**src/rtl/alu_arbiter_if.sv**
```systemverilog
// Bundle of the requester, ALU and response buses around alu_arbiter.
// The slave modport is the arbiter's view. The master modport is the view of
// the environment: requesters, the ALU and the response consumer.
interface alu_arbiter_if #(
  parameter int W = 16
);
  logic         req0_valid;
  logic         req0_ready;
  logic [4:0]   req0_op;
  logic [W-1:0] req0_a;
  logic [W-1:0] req0_b;

  logic         req1_valid;
  logic         req1_ready;
  logic [4:0]   req1_op;
  logic [W-1:0] req1_a;
  logic [W-1:0] req1_b;

  logic [4:0]   alu_op;
  logic [W-1:0] alu_operandA;
  logic [W-1:0] alu_operandB;
  logic [W-1:0] alu_result;
  logic [3:0]   alu_flags;

  logic         resp_valid;
  logic         resp_ready;
  logic         resp_id;
  logic [W-1:0] resp_result;
  logic [3:0]   resp_flags;
  logic         busy;

  modport slave (
    input  req0_valid, req0_op, req0_a, req0_b,
    output req0_ready,
    input  req1_valid, req1_op, req1_a, req1_b,
    output req1_ready,
    output alu_op, alu_operandA, alu_operandB,
    input  alu_result, alu_flags,
    output resp_valid, resp_id, resp_result, resp_flags,
    input  resp_ready,
    output busy
  );

  modport master (
    output req0_valid, req0_op, req0_a, req0_b,
    input  req0_ready,
    output req1_valid, req1_op, req1_a, req1_b,
    input  req1_ready,
    input  alu_op, alu_operandA, alu_operandB,
    output alu_result, alu_flags,
    input  resp_valid, resp_id, resp_result, resp_flags,
    output resp_ready,
    input  busy
  );
endinterface

```
**src/rtl/alu_arbiter.sv**
```systemverilog
// Round-robin arbiter that shares one combinational ALU between two
// requesters. At most one op is in flight. The op is latched in IDLE, held on
// the ALU for one EXEC cycle, and the result is registered. The result is then
// presented in RESP until the consumer takes it.
module alu_arbiter #(
  parameter int W = 16
) (
  input  logic        clk,
  input  logic        rst,
  alu_arbiter_if.slave bus
);

  typedef enum logic [1:0] {IDLE, EXEC, RESP} state_t;

  state_t              state;
  logic                last_grant;

  // Stage 0: op latched at grant and held on the ALU inputs
  logic [4:0]          op_p0;
  logic signed [W-1:0] a_p0;
  logic signed [W-1:0] b_p0;
  logic                id_p0;

  // Stage 1: registered ALU response
  logic                vld_p1;
  logic                id_p1;
  logic signed [W-1:0] result_p1;
  logic [3:0]          flags_p1;

  logic                win_vld;
  logic                win_id;

  // Pick the winner in IDLE. When both requesters are valid, the one not granted last time wins.
  always_comb begin
    win_vld = 1'b0;
    win_id  = 1'b0;
    if (!rst && state == IDLE) begin
      if (bus.req0_valid && bus.req1_valid) begin
        win_vld = 1'b1;
        win_id  = ~last_grant;
      end else if (bus.req0_valid) begin
        win_vld = 1'b1;
      end else if (bus.req1_valid) begin
        win_vld = 1'b1;
        win_id  = 1'b1;
      end
    end
  end

  assign bus.req0_ready   = win_vld & ~win_id;
  assign bus.req1_ready   = win_vld &  win_id;

  assign bus.alu_op       = op_p0;
  assign bus.alu_operandA = a_p0;
  assign bus.alu_operandB = b_p0;

  assign bus.resp_valid   = vld_p1;
  assign bus.resp_id      = id_p1;
  assign bus.resp_result  = result_p1;
  assign bus.resp_flags   = flags_p1;
  assign bus.busy         = (state != IDLE);

  // Control FSM: grant, execute for one cycle, then hold the response until handshake.
  always_ff @(posedge clk or posedge rst) begin
    if (rst) begin
      state      <= IDLE;
      last_grant <= 1'b1;
      op_p0      <= '0;
      a_p0       <= '0;
      b_p0       <= '0;
      id_p0      <= 1'b0;
      vld_p1     <= 1'b0;
      id_p1      <= 1'b0;
      result_p1  <= '0;
      flags_p1   <= '0;
    end else begin
      case (state)
        IDLE: begin
          if (win_vld) begin
            op_p0      <= win_id ? bus.req1_op : bus.req0_op;
            a_p0       <= signed'(win_id ? bus.req1_a : bus.req0_a);
            b_p0       <= signed'(win_id ? bus.req1_b : bus.req0_b);
            id_p0      <= win_id;
            last_grant <= win_id;
            state      <= EXEC;
          end
        end
        EXEC: begin
          result_p1 <= signed'(bus.alu_result);
          flags_p1  <= bus.alu_flags;
          id_p1     <= id_p0;
          vld_p1    <= 1'b1;
          state     <= RESP;
        end
        RESP: begin
          if (bus.resp_ready) begin
            vld_p1 <= 1'b0;
            state  <= IDLE;
          end
        end
        default: state <= IDLE;
      endcase
    end
  end

endmodule

```
**src/flat_wrapper.sv**
```systemverilog
// flat-port wrapper written by rule: the top's interface ports become plain ports
module alu_arbiter_flat 
#(
  parameter int W = 16
)
  (clk, rst, bus_req0_valid, bus_req0_op, bus_req0_a, bus_req0_b, bus_req0_ready, bus_req1_valid, bus_req1_op, bus_req1_a, bus_req1_b, bus_req1_ready, bus_alu_op, bus_alu_operandA, bus_alu_operandB, bus_alu_result, bus_alu_flags, bus_resp_valid, bus_resp_id, bus_resp_result, bus_resp_flags, bus_resp_ready, bus_busy);
  alu_arbiter_if #(.W(W)) bus_i ();
  input  logic clk;
  input  logic rst;
  input wire logic [$bits(bus_i.req0_valid)-1:0] bus_req0_valid;
  input wire logic [$bits(bus_i.req0_op)-1:0] bus_req0_op;
  input wire logic [$bits(bus_i.req0_a)-1:0] bus_req0_a;
  input wire logic [$bits(bus_i.req0_b)-1:0] bus_req0_b;
  output wire logic [$bits(bus_i.req0_ready)-1:0] bus_req0_ready;
  input wire logic [$bits(bus_i.req1_valid)-1:0] bus_req1_valid;
  input wire logic [$bits(bus_i.req1_op)-1:0] bus_req1_op;
  input wire logic [$bits(bus_i.req1_a)-1:0] bus_req1_a;
  input wire logic [$bits(bus_i.req1_b)-1:0] bus_req1_b;
  output wire logic [$bits(bus_i.req1_ready)-1:0] bus_req1_ready;
  output wire logic [$bits(bus_i.alu_op)-1:0] bus_alu_op;
  output wire logic [$bits(bus_i.alu_operandA)-1:0] bus_alu_operandA;
  output wire logic [$bits(bus_i.alu_operandB)-1:0] bus_alu_operandB;
  input wire logic [$bits(bus_i.alu_result)-1:0] bus_alu_result;
  input wire logic [$bits(bus_i.alu_flags)-1:0] bus_alu_flags;
  output wire logic [$bits(bus_i.resp_valid)-1:0] bus_resp_valid;
  output wire logic [$bits(bus_i.resp_id)-1:0] bus_resp_id;
  output wire logic [$bits(bus_i.resp_result)-1:0] bus_resp_result;
  output wire logic [$bits(bus_i.resp_flags)-1:0] bus_resp_flags;
  input wire logic [$bits(bus_i.resp_ready)-1:0] bus_resp_ready;
  output wire logic [$bits(bus_i.busy)-1:0] bus_busy;
  assign bus_i.req0_valid = bus_req0_valid;
  assign bus_i.req0_op = bus_req0_op;
  assign bus_i.req0_a = bus_req0_a;
  assign bus_i.req0_b = bus_req0_b;
  assign bus_req0_ready = bus_i.req0_ready;
  assign bus_i.req1_valid = bus_req1_valid;
  assign bus_i.req1_op = bus_req1_op;
  assign bus_i.req1_a = bus_req1_a;
  assign bus_i.req1_b = bus_req1_b;
  assign bus_req1_ready = bus_i.req1_ready;
  assign bus_alu_op = bus_i.alu_op;
  assign bus_alu_operandA = bus_i.alu_operandA;
  assign bus_alu_operandB = bus_i.alu_operandB;
  assign bus_i.alu_result = bus_alu_result;
  assign bus_i.alu_flags = bus_alu_flags;
  assign bus_resp_valid = bus_i.resp_valid;
  assign bus_resp_id = bus_i.resp_id;
  assign bus_resp_result = bus_i.resp_result;
  assign bus_resp_flags = bus_i.resp_flags;
  assign bus_i.resp_ready = bus_resp_ready;
  assign bus_busy = bus_i.busy;
  alu_arbiter #(.W(W)) u_core (.clk(clk), .rst(rst), .bus(bus_i));
endmodule
```
**config.mk**
```make
export PLATFORM = sky130hd
export DESIGN_NAME = alu_arbiter_flat
export DESIGN_NICKNAME = d
export VERILOG_FILES = /design/src/rtl/alu_arbiter_if.sv /design/src/rtl/alu_arbiter.sv /design/src/flat_wrapper.sv
export SDC_FILE = /design/constraint.sdc
export NUM_CORES = 1
export LEC_CHECK = 0
export ABC_AREA = 1
export CAP_MARGIN = 15
export CORE_UTILIZATION = 38
export CTS_CLUSTER_DIAMETER = 50
export DETAILED_ROUTE_END_ITERATION = 8
export GPL_ROUTABILITY_DRIVEN = 0
export PLACE_DENSITY = 0.82
export SLEW_MARGIN = 20
export SYNTH_ARGS = -nofsm -noshare
export SYNTH_HDL_FRONTEND = slang
export SYNTH_SLANG_ARGS = --single-unit
```
**constraint.sdc**
```tcl
create_clock -name clk -period 6.5 [get_ports clk]
set_clock_uncertainty 0.1 [all_clocks]
set_input_delay 1.95 -clock clk [delete_from_list [all_inputs] [get_ports clk]]
set_output_delay 1.95 -clock clk [all_outputs]
set_load 0.05 [all_outputs]
```
After elaboration in Yosys (flattened, before gate mapping). Index checks and enable logic that the tools add are counted.

Output and inout port bits: 62. Word-level logic and storage cells: 42. Bits of input ports: 99. Flip-flop bits (word level): 63.

Equality and inequality tests: 4. Bitwise gates (word level): 4. Reduce and logical (&&, ||, !) cells: 9. Mux-type cells: 15.

Operators with widths (count): two-way mux 16 bit (2); two-way mux 1 bit (8); case mux 2 bit (3 select lines) (1); AND reduction 2 bit (3); two-way mux 5 bit (1); two-way mux 2 bit (2); nonzero test 2 bit (2); bitwise AND 1 bit (2); == test 2 x 1 -> 1 bit (second input constant) (1); == test 2 bit (second input constant) (1); logical AND 1 bit (2); zero test 2 bit (1); inequality test 2 x 1 -> 1 bit (second input constant) (1); inequality test 2 bit (second input constant) (1); NOT 1 bit (2); case mux 1 bit (2 select lines) (1); zero test 1 bit (1).

Longest topological paths before layout. Gate-level depths: netlist (run 1).

Depth after elaboration: 6. Depth in mapped cells: 8.

Worst setup path after synthesis (run 1). Ideal clock, no wire load.

Path type: input-to-output. From: in rst. To: out bus_req0_ready. Data required time: 4450 ps. Data arrival time: 4555 ps. Slack: -105 ps. Stages on the path: 4. Cells stage by stage: inv_1 > nand3b_2 > buf_2 > nor2_1.

Cells in the longest elaborated chain, start to end: 5. Elaborated cells on any way between the ends: 6. Classes of those cells: mux: 2; bitwise: 2; reduce/logical: 2.

Ends and longest elaborated chain: start: declaration (line flat_wrapper.sv:9) `input logic rst;`; zero test 1 bit (no source line) (*); logical AND 1 bit (*) (line alu_arbiter.sv:37) `if (!rst && state == IDLE) begin`; two-way mux 1 bit (line alu_arbiter.sv:37); NOT 1 bit (line alu_arbiter.sv:50) `assign bus.req0_ready = win_vld & ~win_id;`; bitwise AND 1 bit (*) (line alu_arbiter.sv:50); end: declaration (line flat_wrapper.sv:14) `output wire logic [$bits(bus_i.req0_ready)-1:0] bus_req0_ready;`.

Every way passes the cells marked *; elsewhere a longest branch is shown, timed or not.

Final worst setup path (run 1). Same ends and word-level chain as after synthesis.

==> results of run 1 <==
[cells by family (layout without fill, tap and decap cells)]
kind of cell,count (synthesis),count (layout),share of synthesized area
simple gates,251,251,0.367
flops,63,63,0.552
buf+inv,40,202,0.0709
compound gates,5,5,0.00963
[cell usage after synthesis]
library cell and n:
nor2_1 30, inv_1 21, buf_6 2, buf_4 6
o21bai_1 1, o21ai_1 1, inv_4 1, nor2_8 1
nand2_4 1, buf_2 10, nand2_1 167, dfrtp_1 62
dfstp_2 1, o21ai_0 3, nand3b_2 1, nand3_1 49
nor2_4 2
[routing by layer]
layer,global-route usage,part of all wire
met1,0.208,0.39
met2,0.388,0.51
met3,0.0625,0.084
met4,0.0792,0.014
met5,0,0
[worst min-delay path, delay by kind of cell, from the launching register on]
family / cells / cell delay [ns]
simple gates: 2 / 0.09
flops: 1 / 0.37
[through the flow]
| stage | std cells | power (W) | util |
|---|---|---|---|
| 2_1_floorplan | 359 | 0.00155 | - |
| 3_3_place_gp | 604 | 0.00202 | 0.620 |
| 3_5_place_dp | 604 | 0.00204 | 0.620 |
| 4_1_cts | 620 | 0.00244 | 0.651 |
| 5_1_grt | 620 | 0.00254 | 0.651 |
| 6_report | 620 | 0.00241 | 0.651 |
[path summary, 6_finish.rpt]
check	start	end	slack, ns	cells past startpoint
max in group asynchronous	rst	u_core.bus.alu_operandB[5]$_DFFE_PP0P_	3.58	3
max reg2reg	u_core.state[0]$_DFFE_PP0P_	u_core.state[1]$_DFFE_PP0P_	4.74	5
min reg2reg	u_core.last_grant$_DFFE_PP1P_	u_core.last_grant$_DFFE_PP1P_	0.36	2
min	u_core.last_grant$_DFFE_PP1P_	u_core.last_grant$_DFFE_PP1P_	0.36	2
min in group asynchronous	rst	u_core.bus.alu_operandB[4]$_DFFE_PP0P_	2.22	3
max	rst	bus_req0_ready	1.20	6
[layout by cell type, fill, tap and decap left out, drive strengths merged, types with 4 or more instances in the layout]
cell type      synthesis  layout
buf                   18       6
nand2                168     168
inv                   22      24
nand3                 49      49
o21ai                  4       4
clkbuf                 0       9
nor2                  33      33
dfrtp                 62      62
clkdlybuf4s50          0     158
[area by class of cell]
class,count,area (µm²),area share
flip-flops and latches,63,1580,0.334
repair buffers,164,1630,0.345
clock buffers,9,124,0.0262
inverters,22,88.8,0.0188
multi-input cells,256,1080,0.228
clock inverters,7,103,0.0217
well taps,99,124,0.0262
[flip-flops by register name, summed over array words and instances, names as in the netlist]
register	cells
u_core.bus.alu_operandA	16
u_core.bus.resp_flags	4
u_core.bus.resp_valid	1
u_core.last_grant	1
u_core.bus.alu_operandB	16
u_core.bus.alu_op	5
u_core.bus.resp_id	1
u_core.id_p0	1
u_core.bus.resp_result	16
u_core.state	2
[power breakdown]
group / switching [W] / internal, W
clock network: 0.000162 / 0.000220
logic: 0.000910 / 0.000443
registers: 0.000102 / 0.000575
total: 0.00117 / 0.00124
==> results.cfg, run 1 <==
[run_status]
status = finished clean

[floorplan]
die_width_um = 88.7
die_y_um = 88.7
coreArea_um2 = 7250
rows = 31
ioPinCount = 161
dieArea_um2 = 7870
start_util = 0.394

[cts]
clk_latency_ns = 0.33
cts.sinks = 63
clk_pin_slew_ns = 0.07
hold_buffers = 0
clockBufferDepth = 2
cts_tree = built
htreeDepth = 3
post_cts_buffers = 0
root_buffer = clkbuf_8
cts_resized = 0
numCtsBuffers = 9

[final_layout]
diodes = 0
final_area_um2 = 4720
drive_gt1_frac = 0.0576
n_fill_cell = 649
syn_to_final_growth_pct = 65.2
nets = 615

[grt]
grt_first_pass_wirelength_mm = 12.3
gr-total-overflow = 0
antenna_found_initial = 0
grt_max_degree = 64
grt_usage = 0.204
grt_pass1_vias = 2834

[yosys]
synth_top_area_frac = 0.543
yosys_warnings = 0
ys_types = 17
synth_area_leader_cell = dfrtp_1
netlist_area_um2 = 2860
netlist_instances = 359
synth-seq-cells = 63
syn_avg_cell_area_um2 = 7.96
ys_seq_area_frac = 0.552
yosys-top-cells-area = dfrtp_1 54%, nand2_1 22%, nand3_1 8.6%, nor2_1 3.9%, inv_1 2.8%
synth_nets = 458

[hold_path]
hold_class = flip-flop to flip-flop

[sta]
setup_viol = 0
fin_hold_ws_ns = 0.363
drv_slew = 0
max_freq_mhz = 189
slew_headroom = 0.485
tightest_slew_ns = 0.773
hold_violations = 0
finalCriticalPeriod_ns = 5.30
setup_slack_ns = 1.20
period_share = 0.816
final.setup.tns_ns = 0
rsz0062_at_grt = false

[pwr]
power_density_nw_per_um2 = 511
p_leak_nw = 2.29
peakVddDrop_uv = 259

[placed_design]
dpl_cell_area_um2 = 4490
portBuffers = 160
dpl_worst_slack_ns = 1.18
dpl.hpwl_mm = 5.66

[worst_setup_path]
criticalPathCategory = primary input to output port
critical_path.cell_chain = clkdlybuf4s50_1 -> clkinvlp_4 -> nand2_4 -> nor2_8 -> nor2_1 -> buf_4
arrival_ns = 3.25
critPathSlowestCell = clkdlybuf4s50_1
critical-path-top-delay-family = buffers and inverters
path_max_fanout = 26
cp_num_buf_inv = 3
end_kind = output port
worstPathRequired_ns = 4.45
cpPeakStageDelay_ns = 0.46
critPathLaunchType = primary input

[route]
drt_iter0_markers = 70
vias = 2851
dr.pass1.iters = 4
wirelength_mm = 7.88
routedWlPerCell_um = 12.7
ant_nets = 0
avgViaCountPerCell = 4.60
post-route-drc-count = 0

[flow_run]
max_cap_violations = 0
(Power assumes the default switching activity.)
==> run 2, diff against run 1 <==
==> constraint.sdc (replaced) <==
create_clock -name clk -period 5.2 [get_ports clk]
set_clock_uncertainty 0.1 [all_clocks]
set_input_delay 1.56 -clock clk [delete_from_list [all_inputs] [get_ports clk]]
set_output_delay 1.56 -clock clk [all_outputs]
set_load 0.05 [all_outputs]
==> results.cfg, run 2 (synthesis results as in run 1) <==
[run_status]
status = finished clean

[sta]
rsz0062_at_grt = false
final.setup.tns_ns = 0
tightest_slew_ns = 0.808
finalCriticalPeriod_ns = 4.52
fin_hold_ws_ns = 0.366
period_share = 0.868
slew_headroom = 0.461
drv_slew = 0
setup_viol = 0
max_freq_mhz = 221
hold_violations = 0

[route]
dr.pass1.iters = 4
wirelength_mm = 7.81
routedWlPerCell_um = 12.6
avgViaCountPerCell = 4.55
post-route-drc-count = 0
vias = 2818
drt_iter0_markers = 95
ant_nets = 0

[floorplan]
ioPinCount = 161
rows = 31
die_width_um = 88.7
dieArea_um2 = 7870
coreArea_um2 = 7250
die_y_um = 88.7
start_util = 0.394

[grt]
grt_pass1_vias = 2719
grt_first_pass_wirelength_mm = 12.0
grt_max_degree = 64
gr-total-overflow = 0
antenna_found_initial = 0
grt_usage = 0.202

[final_layout]
mostFrequentLayoutCell = nand2_1
instances_no_fill = 620
postLayoutCoreUtil = 0.649
syn_to_final_growth_pct = 64.8
n_fill_cell = 620
nets = 615
diodes = 0
seq_area_um2 = 1580
multiInputGateArea_um2 = 1080
final_cell_mix = 167 x nand2_1, 158 x clkdlybuf4s50_1, 62 x dfrtp_1, 49 x nand3_1, 29 x nor2_1
drive_gt1_frac = 0.0595

[cts]
htreeDepth = 3
numCtsBuffers = 9
cts_tree = built
root_buffer = clkbuf_8
hold_buffers = 0
post_cts_buffers = 0
clockBufferDepth = 2
cts_resized = 0
clk_pin_slew_ns = 0.07
clk_latency_ns = 0.33
cts.sinks = 63

[hold_path]
hold_class = flip-flop to flip-flop

[pwr]
finalPower_w = 0.00297
peakVddDrop_uv = 341
p_leak_nw = 2.28
power_density_nw_per_um2 = 630

[flow_run]
max_cap_violations = 0

[placed_design]
dpl.hpwl_mm = 5.47
dp_cells = 604
portBuffers = 160

[worst_setup_path]
end_kind = output port
arrival_ns = 2.86
worstPathRequired_ns = 3.54
critPathLaunchType = primary input
path_max_fanout = 26
criticalPathCategory = primary input to output port
==> run 2: worst paths after layout <==
| check | slack [ns] | to | start | depth (start not counted) |
|---|---|---|---|---|
| worst max-delay path | 0.68 | bus_req1_ready | rst | 5 |
| worst min-delay path | 0.37 | u_core.last_grant$_DFFE_PP1P_ | u_core.last_grant$_DFFE_PP1P_ | 2 |
| worst max register to register | 3.43 | u_core.state[1]$_DFFE_PP0P_ | u_core.state[0]$_DFFE_PP0P_ | 5 |
| worst min register to register | 0.37 | u_core.last_grant$_DFFE_PP1P_ | u_core.last_grant$_DFFE_PP1P_ | 2 |
| max in group asynchronous | 2.62 | u_core.state[0]$_DFFE_PP0P_ | rst | 3 |
| min in group asynchronous | 1.81 | u_core.bus.alu_operandB[1]$_DFFE_PP0P_ | rst | 3 |
==> run 2: cell type report <==
cell class                 count  area share
clock buffer                  10      0.0292
clock inverter                 6      0.0149
timing repair buffer         164       0.345
sequential                    63       0.335
multi-input combinational    256       0.230
tap                           99      0.0263
inverter                      22      0.0189
==> run 2: power by group <==
part	switching [W]	internal (W)	leakage, nW	total, W
clock network	0.000200	0.000236	0.0947	0.000436
registers	0.000121	0.000718	0.777	0.000839
logic	0.00114	0.000554	1.41	0.00169
total	0.00146	0.00151	2.28	0.00297
==> run 2: layer usage <==
layer  share of wire  wire [µm]  track usage  vias to the layer above
met5               0          0            0                        -
met4           0.014        106       0.0821                        0
met3           0.098        765       0.0672                       11
met2            0.49       3840        0.357                      111
met1            0.40       3100        0.222                     1280
li1                -          -            -                     1416
==> run 2: worst max-delay path, stage by stage <==
cell,delay [ns]
clkdlybuf4s50_1,0.46
clkinvlp_4,0.13
nand2_4,0.09
nor2_8,0.34
buf_4,0.28
==> run 2: metrics by stage <==
stage                     worst slack [ns]  area [µm²]
after global placement               0.696        4500
after floorplan                      0.135        2870
final                                0.684        4710
after detailed placement             0.690        4500
after CTS                            0.681        4710
after global routing                 0.591        4710
==> run 3, diff against run 2 <==
--- a/config.mk
+++ b/config.mk
@@ -12,6 +12,7 @@
 export DETAILED_ROUTE_END_ITERATION = 8
 export GPL_ROUTABILITY_DRIVEN = 0
 export PLACE_DENSITY = 0.82
+export SETUP_SLACK_MARGIN = 0.3
 export SLEW_MARGIN = 20
 export SYNTH_ARGS = -nofsm -noshare
 export SYNTH_HDL_FRONTEND = slang
==> results.cfg, run 3 (synthesis results as in run 1) <==
[run_status]
status = finished clean

[route]
dr.pass1.iters = 4
vias = 2827
wirelength_mm = 7.62
drt_iter0_markers = 114
routedWlPerCell_um = 12.3
post-route-drc-count = 0
avgViaCountPerCell = 4.56
ant_nets = 0

[placed_design]
portBuffers = 160
dpl.hpwl_mm = 5.41
dpl_worst_slack_ns = 0.672

[sta]
max_freq_mhz = 221
slew_headroom = 0.486
drv_slew = 0
setup_viol = 0
tightest_slew_ns = 0.772
final.setup.tns_ns = 0
hold_violations = 0
finalCriticalPeriod_ns = 4.52
rsz0062_at_grt = false
period_share = 0.869
setup_slack_ns = 0.683

[grt]
antenna_found_initial = 0
gr-total-overflow = 0
grt_max_degree = 64
grt_first_pass_wirelength_mm = 12.0
grt_usage = 0.202
grt_pass1_vias = 2713

[cts]
clk_pin_slew_ns = 0.07
cts_resized = 0
root_buffer = clkbuf_8
cts.sinks = 63
clk_latency_ns = 0.32
clockBufferDepth = 2
post_cts_buffers = 0
hold_buffers = 0
cts_tree = built
numCtsBuffers = 9
htreeDepth = 3

[pwr]
pwr-share-comb = 0.567
power_frac_seq = 0.281
p_leak_nw = 2.28
p_clk_frac = 0.152
switching_share = 0.484
power_switching_w = 0.00144
power_density_nw_per_um2 = 633
power.internal_w = 0.00154
finalPower_w = 0.00299
peakVddDrop_uv = 367

[final_layout]
postLayoutCoreUtil = 0.650
mostFrequentLayoutCell = nand2_1
nets = 615
final_cell_mix = 167 x nand2_1, 158 x clkdlybuf4s50_1, 62 x dfrtp_1, 49 x nand3_1, 29 x nor2_1
syn_to_final_growth_pct = 65.0
diodes = 0
n_fill_cell = 650
drive_gt1_frac = 0.0576

[hold_path]
holdPathEnd = u_core.last_grant$_DFFE_PP1P_
hold_class = flip-flop to flip-flop
min_path_cells = 2
hold_start = u_core.last_grant$_DFFE_PP1P_

[floorplan]
die_width_um = 88.7
rows = 31
start_util = 0.394
dieArea_um2 = 7870
die_y_um = 88.7
coreArea_um2 = 7250
ioPinCount = 161

[worst_setup_path]
criticalPathCategory = primary input to output port
worstPathRequired_ns = 3.54
path_max_fanout = 26
worstReg2RegEnd = u_core.state[1]$_DFFE_PP0P_
arrival_ns = 2.86
worst_r2r_path_depth = 5
end_kind = output port
r2r_start = u_core.state[0]$_DFFE_PP0P_
critPathLaunchType = primary input
rrSetupSlack_ns = 3.47

[flow_run]
max_cap_violations = 0
==> run 3: changes by cell type in the layout (fill, tap and decap cells not counted) <==
cell / delta
clkbuf_8: -1
clkinv_2: +2
clkbuf_1: +1
bufinv_16: +1
clkinvlp_4: -1
clkinv_4: -2
==> run 3: how the worst max path moves through the flow <==
stage                     cells past startpoint      startpoint  slack, ns              to
after detailed placement                      4  bus_req1_valid       0.67  bus_req1_ready
after global routing                          5             rst       0.60  bus_req1_ready
after CTS                                     5             rst       0.67  bus_req1_ready
final                                         4  bus_req1_valid       0.68  bus_req1_ready
after global placement                        5  bus_req0_valid       0.69  bus_req1_ready
after floorplan                               5             rst       0.22  bus_req0_ready
==> run 3: area by class of cell <==
| cell class | instances | area (µm²) | share of cell area |
|---|---|---|---|
| clock buffers | 10 | 128 | 0.0271 |
| multi-input cells | 256 | 1080 | 0.230 |
| inverters | 22 | 88.8 | 0.0188 |
| well taps | 99 | 124 | 0.0263 |
| clock inverters | 6 | 85.1 | 0.0180 |
| flip-flops and latches | 63 | 1580 | 0.335 |
| repair buffers | 164 | 1630 | 0.345 |
==> run 3: routing by layer <==
layer,GRT usage,wire length (µm),vias up
li1,-,-,1420
met1,0.234,3110,1295
met2,0.347,3800,101
met3,0.0625,586,11
met4,0.0836,125,0
met5,0,0,-
==> run 3: power groups by stage <==
stage	registers, W	logic, W	clock network [W]
finish	0.000840	0.00169	0.000454
global route	0.000868	0.00179	0.000497
CTS	0.000841	0.00171	0.000469
detailed placement	0.000846	0.00171	0
global placement	0.000839	0.00168	0
floorplan	0.00161	0.000338	0
==> run 3: metrics by stage <==
step,instance area (µm²),cells,hold slack [ns]
after floorplan,2880,359,0.344
after global placement,4500,604,0.352
after detailed placement,4500,604,0.356
after CTS,4710,620,0.367
after global routing,4710,620,0.393
final,4710,620,0.365
==> run 3: critical path, cell delays in order <==
cell and delay [ns]:
clkdlybuf4s50_1 0.48, nand2_1 0.15, nor2_8 0.38, buf_4 0.28
